===== src/rtl/if_fetch_queue.sv =====
// IF-stage fetch engine: issues PCs to instruction memory, keeps up to DEPTH
// fetches in an in-order ring and hands {pc, inst} to ID. After a jump flush,
// responses still owed for killed requests are counted and silently dropped.
module if_fetch_queue #(
    parameter int ADDR_WIDTH = 32,
    parameter int DATA_WIDTH = 32,
    parameter int DEPTH      = 4
) (
    input  logic                  clk_i,
    input  logic                  rst_i,
    input  logic [ADDR_WIDTH-1:0] pc_i,
    input  logic                  ce_i,
    input  logic                  flush_jump_i,
    input  logic                  id_stall_i,
    output logic                  pc_stall_o,
    output logic                  mem_req_o,
    output logic [ADDR_WIDTH-1:0] mem_addr_o,
    input  logic                  mem_gnt_i,
    input  logic                  mem_rvalid_i,
    input  logic [DATA_WIDTH-1:0] mem_rdata_i,
    output logic                  inst_valid_o,
    output logic [DATA_WIDTH-1:0] inst_o,
    output logic [ADDR_WIDTH-1:0] inst_pc_o
);
    localparam int IDX_W = $clog2(DEPTH);
    localparam int PTR_W = IDX_W + 1;
    localparam logic [PTR_W-1:0] PTR_ONE = PTR_W'(1);
    localparam logic [PTR_W:0]   DEPTH_C = (PTR_W + 1)'(DEPTH);

    // Pointers carry one wrap bit so full (used == DEPTH) differs from empty.
    logic [PTR_W-1:0] rd_ptr_q, rd_ptr_d;
    logic [PTR_W-1:0] fill_ptr_q, fill_ptr_d;
    logic [PTR_W-1:0] wr_ptr_q, wr_ptr_d;
    logic [PTR_W-1:0] disc_cnt_q, disc_cnt_d;
    logic [DEPTH-1:0] filled_q, filled_d;

    logic [ADDR_WIDTH-1:0] slot_pc_q   [DEPTH];
    logic [DATA_WIDTH-1:0] slot_inst_q [DEPTH];

    logic [PTR_W-1:0] used;
    logic [PTR_W-1:0] inflight;
    logic [PTR_W:0]   occupancy;
    logic [IDX_W-1:0] rd_idx, fill_idx, wr_idx;
    logic             req, alloc, discard, fill, pop, retire;

    assign used      = wr_ptr_q - rd_ptr_q;
    assign inflight  = wr_ptr_q - fill_ptr_q;
    assign occupancy = {1'b0, used} + {1'b0, disc_cnt_q};
    assign rd_idx    = rd_ptr_q[IDX_W-1:0];
    assign fill_idx  = fill_ptr_q[IDX_W-1:0];
    assign wr_idx    = wr_ptr_q[IDX_W-1:0];

    // Killed requests still reserve a slot's worth of budget until their
    // response comes back, so a late response can never overrun the ring.
    assign req     = ce_i & ~flush_jump_i & (occupancy < DEPTH_C);
    assign alloc   = req & mem_gnt_i;
    assign discard = mem_rvalid_i & (disc_cnt_q != '0);
    assign fill    = mem_rvalid_i & ~flush_jump_i & (disc_cnt_q == '0) & (inflight != '0);
    // A response on a flush cycle retires one outstanding request, killed or not.
    assign retire  = mem_rvalid_i & ((disc_cnt_q != '0) | (inflight != '0));

    assign inst_valid_o = filled_q[rd_idx] & (used != '0);
    assign inst_o       = slot_inst_q[rd_idx];
    assign inst_pc_o    = slot_pc_q[rd_idx];
    assign pop          = inst_valid_o & ~id_stall_i & ~flush_jump_i;

    assign mem_req_o  = req & ~rst_i;
    assign mem_addr_o = rst_i ? '0 : pc_i;
    assign pc_stall_o = rst_i ? ce_i : ~alloc;

    // Next-state for pointers, discard counter and slot filled bits.
    always_comb begin
        rd_ptr_d   = rd_ptr_q;
        fill_ptr_d = fill_ptr_q;
        wr_ptr_d   = wr_ptr_q;
        disc_cnt_d = disc_cnt_q;
        filled_d   = filled_q;
        if (flush_jump_i) begin
            rd_ptr_d   = wr_ptr_q;
            fill_ptr_d = wr_ptr_q;
            filled_d   = '0;
            disc_cnt_d = disc_cnt_q + inflight - {{(PTR_W-1){1'b0}}, retire};
        end else begin
            if (discard) begin
                disc_cnt_d = disc_cnt_q - PTR_ONE;
            end
            if (fill) begin
                fill_ptr_d         = fill_ptr_q + PTR_ONE;
                filled_d[fill_idx] = 1'b1;
            end
            if (alloc) begin
                wr_ptr_d         = wr_ptr_q + PTR_ONE;
                filled_d[wr_idx] = 1'b0;
            end
            if (pop) begin
                rd_ptr_d = rd_ptr_q + PTR_ONE;
            end
        end
    end

    // State registers and slot payload storage.
    always_ff @(posedge clk_i or posedge rst_i) begin
        if (rst_i) begin
            rd_ptr_q   <= '0;
            fill_ptr_q <= '0;
            wr_ptr_q   <= '0;
            disc_cnt_q <= '0;
            filled_q   <= '0;
            for (int i = 0; i < DEPTH; i++) begin
                slot_pc_q[i]   <= '0;
                slot_inst_q[i] <= '0;
            end
        end else begin
            rd_ptr_q   <= rd_ptr_d;
            fill_ptr_q <= fill_ptr_d;
            wr_ptr_q   <= wr_ptr_d;
            disc_cnt_q <= disc_cnt_d;
            filled_q   <= filled_d;
            if (alloc) begin
                slot_pc_q[wr_idx] <= pc_i;
            end
            if (fill) begin
                slot_inst_q[fill_idx] <= mem_rdata_i;
            end
        end
    end

    // A response with nothing outstanding is a bus protocol error; it is ignored.
    a_rsp_outstanding: assert property (@(posedge clk_i) disable iff (rst_i)
        mem_rvalid_i |-> ((inflight != '0) || (disc_cnt_q != '0)));

endmodule


===== config.mk =====
export PLATFORM = sky130hd
export DESIGN_NAME = if_fetch_queue
export DESIGN_NICKNAME = d
export VERILOG_FILES = /design/src/rtl/if_fetch_queue.sv
export SDC_FILE = /design/constraint.sdc
export NUM_CORES = 1
export LEC_CHECK = 0
export ABC_AREA = 1
export BUFFER_PORTS_ARGS = -buffer_cell sky130_fd_sc_hd__buf_2
export CELL_PAD_IN_SITES_DETAIL_PLACEMENT = 1
export CELL_PAD_IN_SITES_GLOBAL_PLACEMENT = 1
export CORE_MARGIN = 5
export CORE_UTILIZATION = 35
export CTS_CLUSTER_SIZE = 28
export DETAILED_ROUTE_END_ITERATION = 10
export GPL_ROUTABILITY_DRIVEN = 0
export GPL_TIMING_DRIVEN = 0
export PLACE_DENSITY = 0.72
export REMOVE_ABC_BUFFERS = 1
export SLEW_MARGIN = 5
export SYNTH_ARGS = -nofsm -noshare
export SYNTH_HDL_FRONTEND = slang
export SYNTH_SLANG_ARGS = --single-unit

===== constraint.sdc =====
create_clock -name clk_i -period 25.6 [get_ports clk_i]
set_input_delay 2.56 -clock clk_i [delete_from_list [all_inputs] [get_ports clk_i]]
set_output_delay 2.56 -clock clk_i [all_outputs]
set_load 0.05 [all_outputs]

Word level (Yosys, flattened, before mapping)
Cells that the tools add are included.
{ "word_totals": {"output_inout_bits": 99, "reg_bits": 272, "inputBits": 71, "word_cells": 98} }
{ "op_classes": {"add_sub_neg": 9, "magnitude_cmp": 11, "n_reduce_logical": 12, "bitwise": 23, "mux": 30} }
{ "ops": {"columns": ["operator", "count"], "rows": [
  ["$bwmux 128", 2],
  ["$mux 32", 7],
  ["$bmux 32 s2", 2],
  ["$demux 32 s2", 2],
  ["$mux 3", 6],
  ["$mux 4", 4],
  ["$and 1x1->1", 12],
  ["$add 3x1->3 const B", 3],
  ["$ge 3x3->1 const B", 3],
  ["$lt 2x3->1 const B", 3],
  ["$not 2->3", 3],
  ["$reduce_bool 3->1", 3],
  ["$lt 3x1->1 const B", 2],
  ["$reduce_bool 2->1", 3],
  ["$sub 3x3->3", 2],
  ["$add 3x3->4", 1],
  ["$and 4x4->4", 1],
  ["$demux 1 s2", 2],
  ["$ge 2x1->1 const B", 2],
  ["$logic_and 1x1->1", 4],
  ["$lt 4x3->1 const B", 1],
  ["$mux 1", 4],
  ["$not 1->1", 4],
  ["$not 4->4", 1],
  ["8 further kinds", 8]
]} }

Longest topological paths before layout
Gate-level depths: netlist of the first run.
{ "depth": {"word_depth": 10, "mapped_depth": 25, "ltp_nobuf": 24} }

Worst setup path after synthesis of the first run
No wires, ideal clock.
{ "synth_path": {"path_type": "input port to output port", "from": "input rst_i", "to": "output pc_stall_o", "arrival_ps": 10318, "stages": 3, "slack_ps": 12722, "t_required_ps": 23040, "path_cell_list": "clkbuf_1 -> inv_1 -> a31oi_1"} }
{ "synth_via": {"elab_chain_len": 1} }
{ "synth_rtl": {"columns": ["element", "line_no", "rtl"], "rows": [
  ["start: declaration", "10", "input logic rst_i,"],
  ["$mux 1", "69", "assign pc_stall_o = rst_i ? ce_i : ~alloc;"],
  ["end: declaration", "15", "output logic pc_stall_o,"]
]} }
No other way between the ends.

Worst setup path in the final report of the first run
Ends and elaborated chain as after synthesis.

==> reports/metrics.yaml, run 1 <==
status: "finished clean"
via_per_inst: 5.309
syn_area_per_cell_sq_um: 8.119
dpl.hpwl_um: 25520
yosysMostFrequentCell: "nand2_1"
cts_hold_buf: 0
drtIter0Drc: 539
ios: 170
holdWs_ns: 0.4653
placed_cells: 2151
max-vdd-ir-drop_mv: 0.06947
netlist_instances: 1613
synth_edf_count: 0
die_area_sq_um: 41390
clk_pin_slew_worst_paths_ns: 0.06
skew_ns: 0.009110
path_cells: "buf_2 > inv_8 > a31oi_1 > buf_2"
rsz0062_at_grt: "no"
fin_setup_tns_ns: 0
grtUsageTotal: 0.1999
crit_arrival_ns: 4.08
rows: 70
max_slew_margin: 0.3731
worstSetupEndpointType: "output pin"
antenna_found_initial: 3
setup_violations: 0
synth_flop_cell: "dfrtp_1"
start_util: 0.3560
finalMaxSlewViolations: 0
grt_max_degree: 135
min_path_type: "reg2reg"
dieHeight_um: 203.4
synth-seq-cells: 272
clk_latency_ns: 0.56
r2r_end: "slot_pc_q[84]"
synth_warnings: 0
num_vias: 11700
post_cts_resized: 0
ys_seq_area_frac: 0.5197
synth.largest_area_cell: "dfrtp_1"
period_needed_ns: 6.642
critPathKind: "in2out"
reg2regPathDepth: 14
path_buf_inv: 3
htreeDepth: 1
cp_max_fo: 79
die_w_um: 203.4
finalHoldViolCount: 0
cp.depth: 4
ff2ff_setup_slack_ns: 21.26
syn_to_final_growth_pct: 19.20
critPathMostFrequentCell: "buf_2"
worst_path_max_delay_cell: "buf_2"
endpoint: "pc_stall_o"
drive_gt1_frac: 0.1574
grt_pass1_wl_um: 68220
timing.rr.start: "rd_ptr_q[0]"
num-nets-final: 1808
cts-root-buf: "clkbuf_16"
firstDrtPassIters: 5
crit_required_ns: 23.04
start_kind: "primary input"
grt.overflow.total: 0
startpoint: "rst_i"
syn_area_sq_um: 13100
cts_tree: "done"
synthDominantCellAreaShare: 0.5197
synthTopCellsByArea: "dfrtp_1 (52%), nand2_1 (13%), nand4_1 (6.3%)"
cts_buffers: 31
wirelength_um: 41900
fin_util: 0.4244
clock.fmax_mhz: 150.6
power.density_nw_per_um2: 142.7
period_share: 0.2595
grt_pass1_vias: 12540
layout.cells.non_filler: 2204
postSynth.asyncResetShare: 1.000
core_area_sq_um: 36790
cpPeakStageDelay_ns: 0.57
ant_nets: 0
worstMarginPinSlew_ns: 0.9404
port_buffers: 169
clk_path_buf_depth: 3
crit_family: "buffers and inverters"
postCtsSetupRepairBufs: 0
yosys-top-cells-count: "nand2_1 (459), dfrtp_1 (272), nor2_1 (165)"
drcViolationCount: 0
synth_cell_type_count: 27
total_leakage_power_nw: 7.903
wl_per_cell_um: 19.01
drv_cap: 0
cts_sinks: 272
[layout make-up]
cell class	instances	area (sq um)
fill	4427	21170
sequential	272	6814
multi-input combinational	1144	5472
timing repair buffer	203	1489
clock buffer	41	863.3
tap	468	585.6
inverter	64	255.2
clock inverter	10	127.6
antenna	2	5.005
[through the flow]
| step | power [W] | setup slack [ns] | area (sq um) |
|---|---|---|---|
| finish | 0.002227 | 18.96 | 15610 |
| global route | 0.002382 | 18.72 | 15610 |
| CTS | 0.002256 | 18.89 | 15610 |
| detailed placement | 0.001804 | 18.90 | 14620 |
| global placement | 0.001755 | 10.75 | 13910 |
| floorplan | 0.001439 | 12.89 | 12470 |
[logic make-up (layout without fill, tap and decap cells)]
logic type,after synthesis,count (layout),share of synthesized area
buf+inv,197,318,0.06583
flops,272,272,0.5197
fa+ha+maj,21,21,0.02178
compound gates,335,335,0.1357
other cells,0,2,0
xor+xnor,5,5,0.003344
simple gates,783,783,0.2537
[where the power goes]
group          switching [W]  internal [W]
logic               0.000812      0.000298
clock network       0.000178      0.000263
registers           0.000106      0.000570
total                0.00110       0.00113
[placed cells by master (no fill, tap or decap), types with 3 or more instances in the layout]
cell type / Yosys / layout
o21ai_2: 5 / 5
buf_16: 0 / 11
nand3_1: 21 / 17
ha_1: 18 / 14
a21oi_1: 5 / 5
nor2_1: 165 / 165
ha_2: 0 / 4
o21ai_0: 164 / 164
buf_12: 0 / 5
nand4_1: 132 / 132
clkbuf_8: 0 / 5
buf_2: 59 / 169
clkinv_2: 0 / 6
clkbuf_1: 63 / 5
xor2_1: 3 / 3
dfrtp_1: 272 / 270
clkbuf_16: 0 / 31
buf_6: 4 / 8
o22ai_1: 64 / 64
nand2_1: 459 / 459
o21ai_1: 96 / 96
fa_1: 3 / 3
nand3_2: 0 / 4
inv_1: 63 / 60
buf_8: 0 / 10
bufinv_16: 0 / 3
[worst min-delay path by stage]
stage | endpoint | cells past startpoint | slack [ns] | start
global placement | slot_inst_q[83] | 2 | 0.45 | slot_inst_q[83]
finish | slot_inst_q[75] | 2 | 0.47 | slot_inst_q[75]
floorplan | slot_inst_q[32] | 2 | 0.44 | slot_inst_q[32]
CTS | slot_inst_q[85] | 2 | 0.47 | slot_inst_q[85]
global route | slot_inst_q[119] | 2 | 0.49 | slot_inst_q[119]
detailed placement | slot_inst_q[85] | 2 | 0.45 | slot_inst_q[85]
[worst reg2reg max path: stages (launching register included)]
cell and delay (ns):
dfrtp_4 0.89, buf_16 0.40, ha_1 0.23, inv_1 0.05, fa_1 0.38, nand3_1 0.12
nand2_1 0.07, ha_1 0.18, or2_2 0.30, nor2_2 0.20, nand4_1 0.64, buf_6 0.43
buf_8 0.17, nand2_1 0.08, o21ai_0 0.08
[registers in the layout, indices dropped and copies added, names as in the netlist]
name         cells
filled_q         4
wr_ptr_q         3
fill_ptr_q       3
slot_inst_q    128
disc_cnt_q       3
rd_ptr_q         3
slot_pc_q      128
[per-layer routing]
metal | GRT usage | share of wire | vias up
li1 | - | - | 5610
met5 | 0.004762 | 0.00064 | -
met3 | 0.03594 | 0.045 | 53
met4 | 0.03589 | 0.018 | 4
met1 | 0.2612 | 0.45 | 5827
met2 | 0.3522 | 0.49 | 208
(Power assumes the default switching activity.)
==> run 2, diff against run 1 <==
--- a/config.mk
+++ b/config.mk
@@ -5,7 +5,7 @@
 export SDC_FILE = /design/constraint.sdc
 export NUM_CORES = 1
 export LEC_CHECK = 0
-export ABC_AREA = 1
+export ABC_AREA = 0
 export BUFFER_PORTS_ARGS = -buffer_cell sky130_fd_sc_hd__buf_2
 export CELL_PAD_IN_SITES_DETAIL_PLACEMENT = 1
 export CELL_PAD_IN_SITES_GLOBAL_PLACEMENT = 1
@@ -15,7 +15,7 @@
 export DETAILED_ROUTE_END_ITERATION = 10
 export GPL_ROUTABILITY_DRIVEN = 0
 export GPL_TIMING_DRIVEN = 0
-export PLACE_DENSITY = 0.72
+export PLACE_DENSITY = 0.68
 export REMOVE_ABC_BUFFERS = 1
 export SLEW_MARGIN = 5
 export SYNTH_ARGS = -nofsm -noshare
==> constraint.sdc (replaced) <==
create_clock -name clk_i -period 5.47 [get_ports clk_i]
set_input_delay 0.547 -clock clk_i [delete_from_list [all_inputs] [get_ports clk_i]]
set_output_delay 0.547 -clock clk_i [all_outputs]
set_load 0.05 [all_outputs]
==> run 2 against run 1 <==
Compared with the run above: routed wire length decreased by 29%; non-clock buffer count down 27; combinational power grew to 3.6 times the previous value; critical path type is now reg2reg.
==> reports/metrics.yaml, run 2 <==
drcViolationCount: 0  # unchanged
synth_warnings: 0  # unchanged
clk_path_buf_depth: 3  # unchanged
crit_arrival_ns: 5.44  # +1.36 ns
start_kind: "flip-flop"
clk_pin_slew_worst_paths_ns: 0.06  # about the same
diodes: 0  # -2
crit_family: "simple AND/OR/NAND/NOR gates"
worstSetupEndpointType: "flip-flop"
total_leakage_power_nw: 7.838  # -0.82%
setup_ws_ns: 0.4131  # -18.54 ns
post_cts_resized: 0  # unchanged
ys_seq_area_frac: 0.5225  # +0.002745
cts_sinks: 272  # unchanged
path_buf_inv: 1  # -2
finalMaxSlewViolations: 0  # unchanged
holdWs_ns: 0.3172  # -0.1481 ns
num_vias: 7194  # -39%
final_cell_mix: "dfrtp_1 (270), buf_2 (169), mux2_2 (141)"
cts_tree: "done"
ios: 170  # unchanged
grt_max_degree: 122  # -9.6%
final_common_cell: "dfrtp_1"
synth_cell_type_count: 39  # +44%
max-vdd-ir-drop_mv: 0.3495  # +400%
cp_max_fo: 32  # -59%
synthDominantCellAreaShare: 0.5225  # +0.002745
postLayoutCellArea_sq_um: 15480  # -0.84%
power.density_nw_per_um2: 607.2  # +330%
wl_per_cell_um: 20.96  # +10%
rsz0062_at_grt: "no"
synth_flop_cell: "dfrtp_1"
pre_cts_ws_ns: 0.09962  # -18.80 ns
worst_path_max_delay_cell: "nand2_2"
antenna_found_initial: 0  # -3
max_slew_margin: 0.2677  # -0.1053
cts_hold_buf: 0  # unchanged
fillers: 3674  # -17%
cts-root-buf: "clkbuf_16"
syn_area_per_cell_sq_um: 16.83  # +110%
rows: 70  # unchanged
yosys-top-cells-count: "dfrtp_1 (272), mux2_2 (141), mux2_4 (116)"
yosysMostFrequentCell: "dfrtp_1"
core_area_sq_um: 36700  # -0.24%
period_needed_ns: 5.057
drive_gt1_frac: 0.5911  # +0.4336
clock.fmax_mhz: 197.8
critPathKind: "reg2reg"
netlist_instances: 774  # -52%
synth_edf_count: 0  # unchanged
min_path_type: "in2reg"
start_util: 0.3550  # -0.001026
status: "finished clean"
finalHoldViolCount: 0  # unchanged
wirelength_um: 29950  # -29%
postSynth.asyncResetShare: 1.000  # unchanged
skew_ns: 0.01660  # +0.007487 ns
cpPeakStageDelay_ns: 0.83  # +0.26 ns
postCtsSetupRepairBufs: 0  # unchanged
path_cells: "ha_1 > inv_1 > fa_1 > xnor3_1 > ha_1 > or4b_1 > nor4b_4 > nand2_2 > mux2_1"
num-nets-final: 1032  # -43%
ant_nets: 0  # unchanged
die_area_sq_um: 41180  # -0.50%
htreeDepth: 2  # +1
grtUsageTotal: 0.1448  # -0.05512
die_w_um: 202.9  # -0.25%
via_per_inst: 5.034  # -5.2%
place_area_sq_um: 14350  # -1.8%
drv_cap: 0  # unchanged
setup_violations: 0  # unchanged
syn_to_final_growth_pct: 18.82
grt_pass1_vias: 8231  # -34%
multi_input_area_sq_um: 5867  # +7.2%
synth-seq-cells: 272  # unchanged
critPathMostFrequentCell: "ha_1"
dieHeight_um: 202.9  # -0.25%
grt_pass1_wl_um: 48160  # -29%
grt.overflow.total: 0  # unchanged
port_buffers: 169  # unchanged
clk_latency_ns: 0.51  # -0.05 ns
crit_required_ns: 5.85  # -17.19 ns
synth.largest_area_cell: "dfrtp_1"
reg_top3: "slot_inst_q (128), slot_pc_q (128), filled_q (4)"
synthTopCellsByArea: "dfrtp_1 (52%), mux2_4 (13%), mux2_2 (12%)"
dpl.hpwl_um: 18290  # -28%
worstMarginPinSlew_ns: 1.096  # +0.1559 ns
drtIter0Drc: 184  # -66%
firstDrtPassIters: 4  # -1
seq_area_sq_um: 6814  # unchanged
fin_setup_tns_ns: 0  # unchanged
period_share: 0.9245
syn_area_sq_um: 13030  # -0.53%
cts_buffers: 34  # +9.7%
-- run 2: cell types whose count changed after synthesis, sizes merged, moves of 21 or more --
cell / previous run / this run
o22ai: 64 / 0
nor2b: 0 / 32
mux2: 0 / 259
nand2: 460 / 7
inv: 64 / 20
nand3: 21 / 0
buf: 70 / 35
nand4: 132 / 4
mux4: 0 / 65
nor2: 167 / 3
clkbuf: 63 / 11
o21ai: 265 / 6
-- run 2: worst reg2reg max path: cells and delay by family (launching register included) --
kind	cells	cell delay [ns]
fa+ha+maj	3	0.91
flops	1	0.74
simple gates	3	2.19
buf+inv	1	0.05
mux	1	0.60
xor+xnor	1	0.45
-- run 2: cell families (layout without fill, tap and decap cells) --
| family | count (synthesis) | after routing | synth area share |
|---|---|---|---|
| buf+inv | 66 | 253 | 0.02756 |
| xor+xnor | 12 | 12 | 0.01028 |
| simple gates | 55 | 55 | 0.03141 |
| mux | 329 | 329 | 0.3735 |
| fa+ha+maj | 21 | 21 | 0.02190 |
| compound gates | 19 | 19 | 0.01287 |
| flops | 272 | 272 | 0.5225 |
-- run 2: layout make-up --
| type | count | area share |
|---|---|---|
| sequential | 272 | 0.4402 |
| multi-input combinational | 436 | 0.3790 |
| clock buffer | 48 | 0.06636 |
| timing repair buffer | 176 | 0.06612 |
| tap | 468 | 0.03783 |
| inverter | 20 | 0.005335 |
| clock inverter | 9 | 0.005173 |
-- run 2: through the flow --
step | instances | util | power [W]
detailed placement | 1371 | 0.3911 | 0.007231
finish | 1429 | 0.4218 | 0.009399
global placement | 1365 | 0.3863 | 0.007164
global route | 1429 | 0.4218 | 0.009946
CTS | 1428 | 0.4213 | 0.009536
floorplan | 728 | - | 0.006309
-- run 2: report_power, final --
| group | leakage, nW | total, W | internal [W] | switching, W |
|---|---|---|---|---|
| logic | 3.68 | 0.00397 | 0.00180 | 0.00217 |
| registers | 3.61 | 0.00322 | 0.00274 | 0.000477 |
| clock network | 0.553 | 0.00221 | 0.00135 | 0.000858 |
-- run 2: final timing paths --
kind | from | end | slack (ns) | depth (start not counted)
worst max-delay path | rd_ptr_q[0] | slot_pc_q[54] | 0.41 | 9
worst min-delay path | pc_i[23] | slot_pc_q[23] | 0.32 | 2
worst max register to register | rd_ptr_q[0] | slot_pc_q[54] | 0.41 | 9
worst min register to register | slot_pc_q[23] | slot_pc_q[23] | 0.49 | 1
max in group asynchronous | rst_i | slot_inst_q[39] | 4.15 | 3
min in group asynchronous | rst_i | slot_pc_q[103] | 0.40 | 2
-- run 2: metal layers --
layer	GRT usage	wire [um]	vias up
li1	-	-	3171
met1	0.1976	13480	3860
met2	0.2424	14930	118
met3	0.02603	1012	45
met4	0.03371	526	0
met5	0	0	-
